===== src/rtl/disp_vramrd_pkg.sv =====
// Shared types and defaults for the VRAM read master: AR/R state encodings,
// default burst geometry and the fixed top address bits.
package disp_vramrd_pkg;

   typedef enum logic [1:0] {
      AR_IDLE  = 2'd0,
      AR_ISSUE = 2'd1,
      AR_DRAIN = 2'd2
   } ar_state_t;

   typedef enum logic {
      R_READING  = 1'b0,
      R_WAITFIFO = 1'b1
   } r_state_t;

   localparam int         BURSTLEN_DEF   = 64;
   localparam int         BEAT_BYTES_DEF = 8;
   localparam int         BB             = BURSTLEN_DEF * BEAT_BYTES_DEF;
   localparam logic [2:0] ADDR_TOP_DEF   = 3'b001;

   function automatic int burst_bytes(input int burstlen, input int beat_bytes);
      return burstlen * beat_bytes;
   endfunction

endpackage


===== src/rtl/disp_vramrd_gen2_if.sv =====
// AXI read address/data signals between the VRAM read master and the HP port.
// Handshakes: a transfer happens on a rising clock edge where VALID and READY are both high;
// once VALID is raised, it and its payload stay stable until that edge.
interface disp_vramrd_gen2_if;
   logic [31:0] ARADDR;
   logic [7:0]  ARLEN;
   logic        ARVALID;
   logic        ARREADY;
   logic        RLAST;
   logic        RVALID;
   logic        RREADY;

   modport master (
      output ARADDR, ARLEN, ARVALID, RREADY,
      input  ARREADY, RLAST, RVALID
   );

   modport slave (
      input  ARADDR, ARLEN, ARVALID, RREADY,
      output ARREADY, RLAST, RVALID
   );
endinterface


===== src/rtl/disp_sync_edge.sv =====
// N-flop synchroniser; with EDGE=1 the output is a one-cycle rising-edge pulse
// of the synchronised level, otherwise the synchronised level itself.
module disp_sync_edge #(
   parameter int N    = 2,
   parameter bit EDGE = 1'b0
) (
   input  logic clk,
   input  logic rst,
   input  logic d,
   output logic o
);

   logic [N-1:0] ff;

   always_ff @(posedge clk or posedge rst) begin
      if (rst) ff <= '0;
      else     ff <= {ff[N-2:0], d};
   end

   assign o = EDGE ? (ff[N-2] & ~ff[N-1]) : ff[N-1];

endmodule


===== src/rtl/disp_vramrd_gen2.sv =====
// VRAM read master: fetches one frame from DDR into the pixel FIFO with a bounded
// number of outstanding bursts. Optional macro DISP_VRAMRD_STRIDE_EN adds strided line addressing.
module disp_vramrd_gen2
   import disp_vramrd_pkg::*;
#(
   parameter int         BURSTLEN   = BURSTLEN_DEF,
   parameter int         BEAT_BYTES = BEAT_BYTES_DEF,
   parameter int         MAX_OUTST  = 8,
   parameter int         FIFO_AW    = 10,
   parameter int         FIFO_HI    = 768,
   parameter int         FIFO_LO    = 512,
   parameter logic [2:0] ADDR_TOP   = ADDR_TOP_DEF
) (
   input  logic                 ACLK,
   input  logic                 ARST,
   disp_vramrd_gen2_if.master   axi,
   input  logic                 DSP_VSYNC_X,
   input  logic                 VRSTART,
   input  logic                 DISPON,
   input  logic [28:0]          DISPADDR,
   input  logic [28:0]          FRAME_BYTES,
`ifdef DISP_VRAMRD_STRIDE_EN
   input  logic [15:0]          LINE_BYTES,
   input  logic [15:0]          STRIDE,
`endif
   input  logic [FIFO_AW:0]     FIFO_LEVEL,
   output logic                 FIFOWR,
   output logic                 BUSY,
   output ar_state_t            dbg_ar_state,
   output r_state_t             dbg_r_state,
   output logic [4:0]           dbg_outst
);

   localparam int                BBL    = burst_bytes(BURSTLEN, BEAT_BYTES);
   localparam logic [28:0]       BB29   = 29'(BBL);
   localparam logic [4:0]        OUTMAX = 5'(MAX_OUTST);
   localparam logic [FIFO_AW:0]  LVL_HI = (FIFO_AW+1)'(FIFO_HI);
   localparam logic [FIFO_AW:0]  LVL_LO = (FIFO_AW+1)'(FIFO_LO);

   ar_state_t   ar_state, ar_state_n;
   r_state_t    r_state, r_state_n;
   logic [28:0] base, base_n, fsize, fsize_n, addrcnt, addrcnt_n;
   logic [28:0] araddr, araddr_n, off_n;
   logic        arvalid, arvalid_n;
   logic [4:0]  outst, outst_n;
   logic        start, vr_rise, flush, hs, rready, rdone;
`ifdef DISP_VRAMRD_STRIDE_EN
   logic [15:0] line_len, line_len_n, line_step, line_step_n, xoff, xoff_n;
   logic [28:0] line_base, line_base_n;
`endif

   disp_sync_edge #(.N(3), .EDGE(1'b1)) u_vrstart_sync (
      .clk(ACLK), .rst(ARST), .d(VRSTART), .o(vr_rise)
   );

   disp_sync_edge #(.N(2), .EDGE(1'b0)) u_vsync_sync (
      .clk(ACLK), .rst(ARST), .d(~DSP_VSYNC_X), .o(flush)
   );

   assign start  = DISPON & vr_rise;
   assign hs     = arvalid & axi.ARREADY;
   assign rready = (r_state == R_READING) | flush;
   // A stray RLAST with nothing outstanding must not underflow the counter.
   assign rdone  = axi.RLAST & axi.RVALID & rready & (outst != 5'd0);
   assign outst_n = outst + 5'(hs) - 5'(rdone);

   always_comb begin
      ar_state_n = ar_state;
      base_n     = base;
      fsize_n    = fsize;
      addrcnt_n  = addrcnt;
      araddr_n   = araddr;
      arvalid_n  = arvalid;
      off_n      = addrcnt;
`ifdef DISP_VRAMRD_STRIDE_EN
      line_len_n  = line_len;
      line_step_n = line_step;
      xoff_n      = xoff;
      line_base_n = line_base;
`endif
      case (ar_state)
         AR_IDLE: begin
            if (start) begin
               base_n     = DISPADDR;
               fsize_n    = FRAME_BYTES;
               addrcnt_n  = '0;
               ar_state_n = AR_ISSUE;
`ifdef DISP_VRAMRD_STRIDE_EN
               line_len_n  = LINE_BYTES;
               line_step_n = STRIDE;
               xoff_n      = '0;
               line_base_n = '0;
`endif
            end
         end
         AR_ISSUE: begin
            if (hs) begin
               addrcnt_n = addrcnt + BB29;
`ifdef DISP_VRAMRD_STRIDE_EN
               if (xoff + 16'(BBL) == line_len) begin
                  xoff_n      = '0;
                  line_base_n = line_base + 29'(line_step);
               end else begin
                  xoff_n = xoff + 16'(BBL);
               end
`endif
            end
`ifdef DISP_VRAMRD_STRIDE_EN
            off_n = line_base_n + 29'(xoff_n);
`else
            off_n = addrcnt_n;
`endif
            if (hs && (({1'b0, addrcnt} + 30'(BBL)) >= {1'b0, fsize})) begin
               arvalid_n  = 1'b0;
               ar_state_n = AR_DRAIN;
            end else if (!arvalid || hs) begin
               // Only a free slot is re-evaluated; a pending request is never withdrawn.
               if (flush || (addrcnt_n >= fsize)) begin
                  arvalid_n  = 1'b0;
                  ar_state_n = AR_DRAIN;
               end else begin
                  arvalid_n = (outst_n < OUTMAX);
                  araddr_n  = base + off_n;
               end
            end
         end
         AR_DRAIN: begin
            arvalid_n = 1'b0;
            if (outst == 5'd0) ar_state_n = AR_IDLE;
         end
         default: begin
            ar_state_n = AR_IDLE;
            arvalid_n  = 1'b0;
         end
      endcase
   end

   always_comb begin
      r_state_n = r_state;
      if (flush)                                        r_state_n = R_READING;
      else if (r_state == R_READING  && FIFO_LEVEL >= LVL_HI) r_state_n = R_WAITFIFO;
      else if (r_state == R_WAITFIFO && FIFO_LEVEL <  LVL_LO) r_state_n = R_READING;
   end

   always_ff @(posedge ACLK or posedge ARST) begin
      if (ARST) begin
         ar_state <= AR_IDLE;
         r_state  <= R_READING;
         base     <= '0;
         fsize    <= '0;
         addrcnt  <= '0;
         araddr   <= '0;
         arvalid  <= 1'b0;
         outst    <= '0;
`ifdef DISP_VRAMRD_STRIDE_EN
         line_len  <= '0;
         line_step <= '0;
         xoff      <= '0;
         line_base <= '0;
`endif
      end else begin
         ar_state <= ar_state_n;
         r_state  <= r_state_n;
         base     <= base_n;
         fsize    <= fsize_n;
         addrcnt  <= addrcnt_n;
         araddr   <= araddr_n;
         arvalid  <= arvalid_n;
         outst    <= outst_n;
`ifdef DISP_VRAMRD_STRIDE_EN
         line_len  <= line_len_n;
         line_step <= line_step_n;
         xoff      <= xoff_n;
         line_base <= line_base_n;
`endif
      end
   end

   assign axi.ARADDR  = {ADDR_TOP, araddr};
   assign axi.ARLEN   = 8'(BURSTLEN - 1);
   assign axi.ARVALID = arvalid;
   assign axi.RREADY  = rready;
   assign FIFOWR      = (r_state == R_READING) & axi.RVALID & ~flush;
   assign BUSY        = (ar_state != AR_IDLE) | (outst != 5'd0);
   assign dbg_ar_state = ar_state;
   assign dbg_r_state  = r_state;
   assign dbg_outst    = outst;

endmodule

===== src/flat_wrapper.sv =====
// flat-port wrapper written by rule: the top's interface ports become plain ports
module disp_vramrd_gen2_flat import disp_vramrd_pkg::*;
#(
   parameter int         BURSTLEN   = BURSTLEN_DEF,
   parameter int         BEAT_BYTES = BEAT_BYTES_DEF,
   parameter int         MAX_OUTST  = 8,
   parameter int         FIFO_AW    = 10,
   parameter int         FIFO_HI    = 768,
   parameter int         FIFO_LO    = 512,
   parameter logic [2:0] ADDR_TOP   = ADDR_TOP_DEF
)
  (ACLK, ARST, DSP_VSYNC_X, VRSTART, DISPON, DISPADDR, FRAME_BYTES, FIFO_LEVEL, FIFOWR, BUSY, dbg_ar_state, dbg_r_state, dbg_outst, axi_ARADDR, axi_ARLEN, axi_ARVALID, axi_RREADY, axi_ARREADY, axi_RLAST, axi_RVALID);
  disp_vramrd_gen2_if axi_i ();
  input  logic ACLK;
  input  logic ARST;
  input  logic DSP_VSYNC_X;
  input  logic VRSTART;
  input  logic DISPON;
  input  logic [28:0] DISPADDR;
  input  logic [28:0] FRAME_BYTES;
  input  logic [FIFO_AW:0] FIFO_LEVEL;
  output logic FIFOWR;
  output logic BUSY;
  output ar_state_t dbg_ar_state;
  output r_state_t dbg_r_state;
  output logic [4:0] dbg_outst;
  output wire logic [$bits(axi_i.ARADDR)-1:0] axi_ARADDR;
  output wire logic [$bits(axi_i.ARLEN)-1:0] axi_ARLEN;
  output wire logic [$bits(axi_i.ARVALID)-1:0] axi_ARVALID;
  output wire logic [$bits(axi_i.RREADY)-1:0] axi_RREADY;
  input wire logic [$bits(axi_i.ARREADY)-1:0] axi_ARREADY;
  input wire logic [$bits(axi_i.RLAST)-1:0] axi_RLAST;
  input wire logic [$bits(axi_i.RVALID)-1:0] axi_RVALID;
  assign axi_ARADDR = axi_i.ARADDR;
  assign axi_ARLEN = axi_i.ARLEN;
  assign axi_ARVALID = axi_i.ARVALID;
  assign axi_RREADY = axi_i.RREADY;
  assign axi_i.ARREADY = axi_ARREADY;
  assign axi_i.RLAST = axi_RLAST;
  assign axi_i.RVALID = axi_RVALID;
  disp_vramrd_gen2 #(.BURSTLEN(BURSTLEN), .BEAT_BYTES(BEAT_BYTES), .MAX_OUTST(MAX_OUTST), .FIFO_AW(FIFO_AW), .FIFO_HI(FIFO_HI), .FIFO_LO(FIFO_LO), .ADDR_TOP(ADDR_TOP)) u_core (.ACLK(ACLK), .ARST(ARST), .axi(axi_i), .DSP_VSYNC_X(DSP_VSYNC_X), .VRSTART(VRSTART), .DISPON(DISPON), .DISPADDR(DISPADDR), .FRAME_BYTES(FRAME_BYTES), .FIFO_LEVEL(FIFO_LEVEL), .FIFOWR(FIFOWR), .BUSY(BUSY), .dbg_ar_state(dbg_ar_state), .dbg_r_state(dbg_r_state), .dbg_outst(dbg_outst));
endmodule

===== config.mk =====
export PLATFORM = sky130hd
export DESIGN_NAME = disp_vramrd_gen2_flat
export DESIGN_NICKNAME = d
export VERILOG_FILES = /design/src/rtl/disp_vramrd_pkg.sv /design/src/rtl/disp_vramrd_gen2_if.sv /design/src/rtl/disp_sync_edge.sv /design/src/rtl/disp_vramrd_gen2.sv /design/src/flat_wrapper.sv
export SDC_FILE = /design/constraint.sdc
export NUM_CORES = 1
export LEC_CHECK = 0
export BUFFER_PORTS_ARGS = -buffer_cell sky130_fd_sc_hd__buf_2
export CAP_MARGIN = 10
export CORE_MARGIN = 2
export CORE_UTILIZATION = 51
export CTS_CLUSTER_SIZE = 8
export DETAILED_ROUTE_END_ITERATION = 16
export PLACE_DENSITY_LB_ADDON = 0.15
export SETUP_SLACK_MARGIN = 0.4
export SYNTH_ARGS = -nofsm -noshare
export SYNTH_HDL_FRONTEND = slang
export SYNTH_HIERARCHICAL = 1
export SYNTH_SLANG_ARGS = --single-unit

===== constraint.sdc =====
create_clock -name ACLK -period 4.15 [get_ports ACLK]
set_input_delay 0.415 -clock ACLK [delete_from_list [all_inputs] [get_ports ACLK]]
set_output_delay 0.415 -clock ACLK [all_outputs]
set_load 0.01 [all_outputs]

Yosys cells after proc, flatten, opt, wreduce, memory -nomap -nowiden

Index checks and enable logic that the tools add are counted.

Add/sub/neg operators: 5
Order comparisons: 5
Eq/ne operators: 6
Multiplexer cells: 17
Bitwise gates (word level): 17
Reduce and logical (&&, ||, !) cells: 17

Operator list:

| kind                                                                                   | number |
|---|---|
| 29-bit 2-to-1 mux                                                                      | 3 |
| 29-bit one-hot mux with 2 select lines                                                 | 1 |
| 29-bit by 10-bit adder with 30-bit output (second input constant)                      | 1 |
| 30-bit by 29-bit greater-or-equal comparator with 1-bit output                         | 1 |
| 29-bit by 10-bit adder with 29-bit output (second input constant)                      | 1 |
| 29-bit adder                                                                           | 1 |
| 29-bit greater-or-equal comparator                                                     | 1 |
| 11-bit by 10-bit greater-or-equal comparator with 1-bit output (second input constant) | 1 |
| 11-bit by 10-bit < comparator with 1-bit output (second input constant)                | 1 |
| 2-bit 2-to-1 mux                                                                       | 5 |
| 1-bit bitwise AND                                                                      | 8 |
| 4-bit AND reduction                                                                    | 2 |
| 1-bit NOT                                                                              | 7 |
| 1-bit 2-to-1 mux                                                                       | 6 |
| 3-bit by 1-bit inequality test with 1-bit output (second input constant)               | 2 |
| 2-bit one-hot mux with 3 select lines                                                  | 1 |
| 2-bit AND reduction                                                                    | 3 |
| 5-bit by 1-bit adder with 5-bit output                                                 | 1 |
| 5-bit zero test                                                                        | 1 |
| 5-bit by 4-bit < comparator with 1-bit output (second input constant)                  | 1 |
| 5-bit nonzero test                                                                     | 1 |
| 5-bit by 1-bit subtractor with 5-bit output                                            | 1 |
| 2-bit by 1-bit inequality test with 1-bit output (second input constant)               | 2 |
| 2-bit nonzero test                                                                     | 2 |
| 9 further kinds                                                                        | 13 |

Flip-flop bits (word level): 130
Bits of input ports: 77

Logic depth before layout (Yosys ltp)

Depth in word-level cells: 10
Depth in mapped cells: 17
Mapped depth without buffers: 16

Modules after synthesis

Netlist, hierarchy kept.

By module, submodules not included:

| module                                  | instances | cells each | area each (µm²) | sequential area each (µm²) |
|---|---|---|---|---|
| disp_vramrd_gen2                        | 1         | 656        | 7095.6          | 2902.8 |
| disp_sync_edge at u_core.u_vrstart_sync | 1         | 5          | 92.6            | 75.1 |
| disp_sync_edge at u_core.u_vsync_sync   | 1         | 3          | 53.8            | 50.0 |

Least setup slack after synthesis

No wires, ideal clock.

Kind: register -> register
From: register u_core/addrcnt[9] (netlist name)
To: register u_core.base[21]
Library setup time: 125 ps
Arrival time: 3870 ps
Data required time: 4025 ps
Path slack: 155 ps
Stages on the path, launching flop included: 17
Path buffers: 1
Cells stage by stage: dfrtp_1 > ha_1 > and4_1 > nand2_1 > nor2_1 > nand3_1 > nor2_1 > xor2_1 > ha_1 > nand4_1 > or3_1 > nor4_1 > a211o_2 > nor3_2 > nor4_4 > buf_6 > mux2_2

RTL lines:

| what                   | line                    | RTL |
|---|---|---|
| end signal: assignment | disp_vramrd_gen2.sv:164 | `base <= base_n;` |
| end: declaration       | disp_vramrd_gen2.sv:42  | `logic [28:0] base, base_n, fsize, fsize_n, addrcnt, addrcnt_n;` |

==> metrics.md <==
| Metric | Value |
|---|---|
| Reg-to-reg slack, setup | 300 ps |
| Main area contributors after synthesis | dfrtp_1 (42%), mux2_2 (12%), ha_1 (11%), xnor2_1 (5.0%), xor2_1 (2.7%) |
| Startpoint types | flop |
| Initial core utilization | 52.2% |
| Maximum VDD drop | 0.000483 V |
| Final TNS setup | 0 ps |
| Residual DRC | 0 |
| RSZ-0062 raised after global routing | yes |
| PwrDens | 677 nW/µm² |
| Worst setup EP type | flop |
| F_max | 0.260 GHz |
| Average wire per standard cell | 18.0 µm |
| Worst reg2reg endpoint | u_core/fsize[7] |
| Layout area overhead | 32.5% |
| Post-synth cell types | 62 |
| Final setup vio count | 0 |
| Final hold slack | 92.1 ps |
| Worst hold endpoint | u_core/u_vrstart_sync/ff[0] |
| Top Ports | 129 |
| Gr ovfl total | 0 |
| Core ar. | 13900 µm² |
| Max Clock Skew | 11.2 ps |
| Post-synthesis simple-gate area fraction | 11.0% |
| DRT iter0 DRCs | 375 |
| Synth Area in Adders | 11.7% |
| Antenna violations before repair | 0 |
| Final core occ | 69.1% |
| Synth Register Bits | 121 |
| Transition time of the tightest slew-check pin | 850 ps |
| WP data arrival | 4160 ps |
| Max Cap Violations | 0 |
| CTS H-Tree Depth | 4 |
| Fin cells | 1036 |
| Post-Route WL | 18600 µm |
| Antenna diodes | 0 |
| Skew-Pair Late Insertion Delay | 430 ps |
| Max clock buf depth | 2 |
| Slew margin rel. | 43.3% |
| Final Critical Period | 3850 ps |
| DRT antenna net count | 0 |
| Register Area | 3030 µm² |
| Vias after detailed routing | 5751 |
| RePlAce Congestion | 0.893 |
| Hold Vio Cnt, Final | 0 |
| EDFF count, synth | 0 |
| Worst-path clk slew | 60 ps |
| Crit path kind | flop to flop |
| I/O Buffers | 109 |
| Fillers | 1009 |
| Gr usage total | 24.7% |
| Syn Inst Count | 664 |
| Reg2reg path depth | 17 |
| Final Max Slew Viols | 0 |
| Chip height | 123 µm |
| Pin count of the biggest net entering global routing | 65 |
| Placed cell count | 963 |
| Multi-input logic area | 4210 µm² |
| Rows | 43 |
| TritonCTS Sinks | 121 |
| Post-synth ARST share | 100% |
| Syn Area/Cell | 10.9 µm² |
| YS warnings | 6 |
| Min-delay src | VRSTART |
| Die area | 15200 µm² |
| Via/cell ratio | 5.55 |
| RR Startpoint | u_core/addrcnt[10] |
| Post-route clock period utilization | 92.8% |
| First-pass GRT wire length | 28400 µm |
| Seq/Total Area, Yosys | 41.8% |
| Dominant synthesized flop cell | dfrtp_1 |
| Synth area leader | dfrtp_1 |
| Post-synthesis xor/xnor area fraction | 7.62% |
| Run status | completed |
| Nets | 987 |
| Critical path required time | 4460 ps |
| Mux share of post-synthesis cell area | 12.6% |
| Worst-path fanout max | 10 |
| HP Class | input pin to flop |
| CTS Buf Count | 17 |
| Root Buffer | clkbuf_16 |
| CTS tree | yes |
| Detailed-placement wirelength estimate | 12200 µm |
| Vias in the first global route | 5830 |
| Hold depth | 1 |
| Drt first pass iters | 5 |
| Place WS | 58.3 ps |
| Share of cells above drive strength 1 | 41.4% |
| Post-route worst setup slack | 299 ps |
| Yosys top cell area share | 41.8% |
| Die width | 123 µm |
| Post-synthesis cell area | 7240 µm² |
| Complex-gate fraction of the synthesized area | 9.73% |
| LEAKAGE | 0.00475 µW |
| Largest family of logic cells by synthesized area | multiplexers |
==> cells in the mapped netlist (3+ instances only) <==
library cell	count
a211o_1	4
a211oi_1	6
a21o_1	8
a21oi_1	28
a22o_1	9
and2_1	6
and3_1	4
and4_1	5
buf_2	8
buf_4	11
buf_6	7
clkbuf_1	7
dfrtp_1	121
ha_1	66
inv_1	43
mux2_2	79
nand2_1	37
nand2b_1	7
nand3_1	19
nand4_1	8
nor2_1	36
nor2b_1	3
nor3_1	10
o211ai_1	6
o21a_1	4
o21ai_0	9
o22ai_1	3
o31ai_1	5
or3_1	5
xnor2_1	41
xor2_1	22
==> flip-flops by register name, summed over array words and instances, names as in the netlist <==
register and cells:
u_core/addrcnt 20, u_core/base 29, u_core/u_vsync_sync/ff 2, u_core/araddr 29, u_core/dbg_r_state 1, u_core/axi.ARVALID 1, u_core/dbg_ar_state 2, u_core/u_vrstart_sync/ff 3
u_core/dbg_outst 5, u_core/fsize 29
==> worst max-delay path: stages (launching register included) <==
cell and delay (ps):
dfrtp_1 410, ha_4 160, and4_4 240, nand2_4 70
nor2_4 150, buf_6 120, nand4_1 120, xnor2_1 170
ha_1 280, nand4_1 130, or3_4 460, nor4_4 180
a211o_2 200, nor3_4 60, nor4_4 210, buf_6 240
clkbuf_16 190, mux2_2 340
==> placed cells by master, fill, tap and decap left out, drive strengths merged, types with 3 or more instances in the layout <==
master  Yosys  routed
buf        27     181
dfrtp     121     121
mux2       81      81
ha         66      66
inv        43      52
xnor2      41      41
nand2      37      37
nor2       36      36
a21oi      28      28
xor2       22      22
clkbuf      7      20
nand3      19      19
conb        2      11
o21ai      11      11
nor3       11      11
a22o        9       9
nand4       8       8
a21o        8       8
nand2b      7       7
o211ai      6       6
a211oi      6       6
and2        6       6
clkinv      1       6
a211o       5       5
or3         5       5
o31ai       5       5
and4        5       5
o21a        4       4
and3        4       4
nor2b       4       4
nor4        4       4
o22ai       3       3
==> stage by stage <==
step	power, µW	cell area, µm²
2_1_floorplan	3700	7340
3_3_place_gp	4220	8180
3_5_place_dp	4340	8180
4_1_cts	6180	9160
5_1_grt	6880	9600
6_report	6500	9600
==> kinds of logic (layout without fill, tap and decap cells) <==
logic type	after synthesis	in the layout
compound gates	101	101
xor+xnor	63	63
fa+ha+maj	67	67
buf+inv	78	261
flops	121	121
mux	81	81
other cells	2	11
simple gates	151	151
==> final cells by class <==
| type | count | share of cell area [%] |
|---|---|---|
| well taps | 180 | 2.35 |
| inverters | 44 | 1.76 |
| multi-input cells | 474 | 43.9 |
| clock inverters | 15 | 1.63 |
| flip-flops and latches | 121 | 31.6 |
| repair buffers | 185 | 14.3 |
| clock buffers | 17 | 4.43 |
==> routing by layer <==
layer / vias to the layer above / track usage (%) / part of all wire (%)
li1: 2697 / - / -
met1: 2855 / 29.1 / 42
met2: 179 / 43.9 / 52
met3: 20 / 6.41 / 5.1
met4: 0 / 8.17 / 1.2
met5: - / 0 / 0
==> timing repair <==
action | CTS | global route
setup buffers | 19 | 14
gates resized for setup | 24 | 64
hold buffers | 1 | 0
hold endpoints to repair | 5 | 0
pin swaps | 20 | 20
setup endpoints to repair | 96 | 98
cloned | 4 | 3
==> power by group <==
part	internal (µW)	switching [µW]	total, µW
Sequential	1680	318	2000
Clock	849	625	1470
Combinational	1630	1400	3030
Total	4160	2340	6500
==> worst max-delay path by stage <==
stage                     depth (start not counted)               end               start  slack, ps
after detailed placement                         16   u_core/fsize[9]   u_core/addrcnt[9]         60
after global placement                           16  u_core/fsize[17]   u_core/addrcnt[9]        130
after floorplan                                  15   u_core/base[21]  u_core/addrcnt[14]        410
after global routing                             17    u_core/base[0]  u_core/addrcnt[10]        150
after CTS                                        19  u_core/fsize[26]   u_core/addrcnt[9]        360
final                                            17   u_core/fsize[7]  u_core/addrcnt[10]        300
Note: power is estimated with default switching activity, not from simulation.
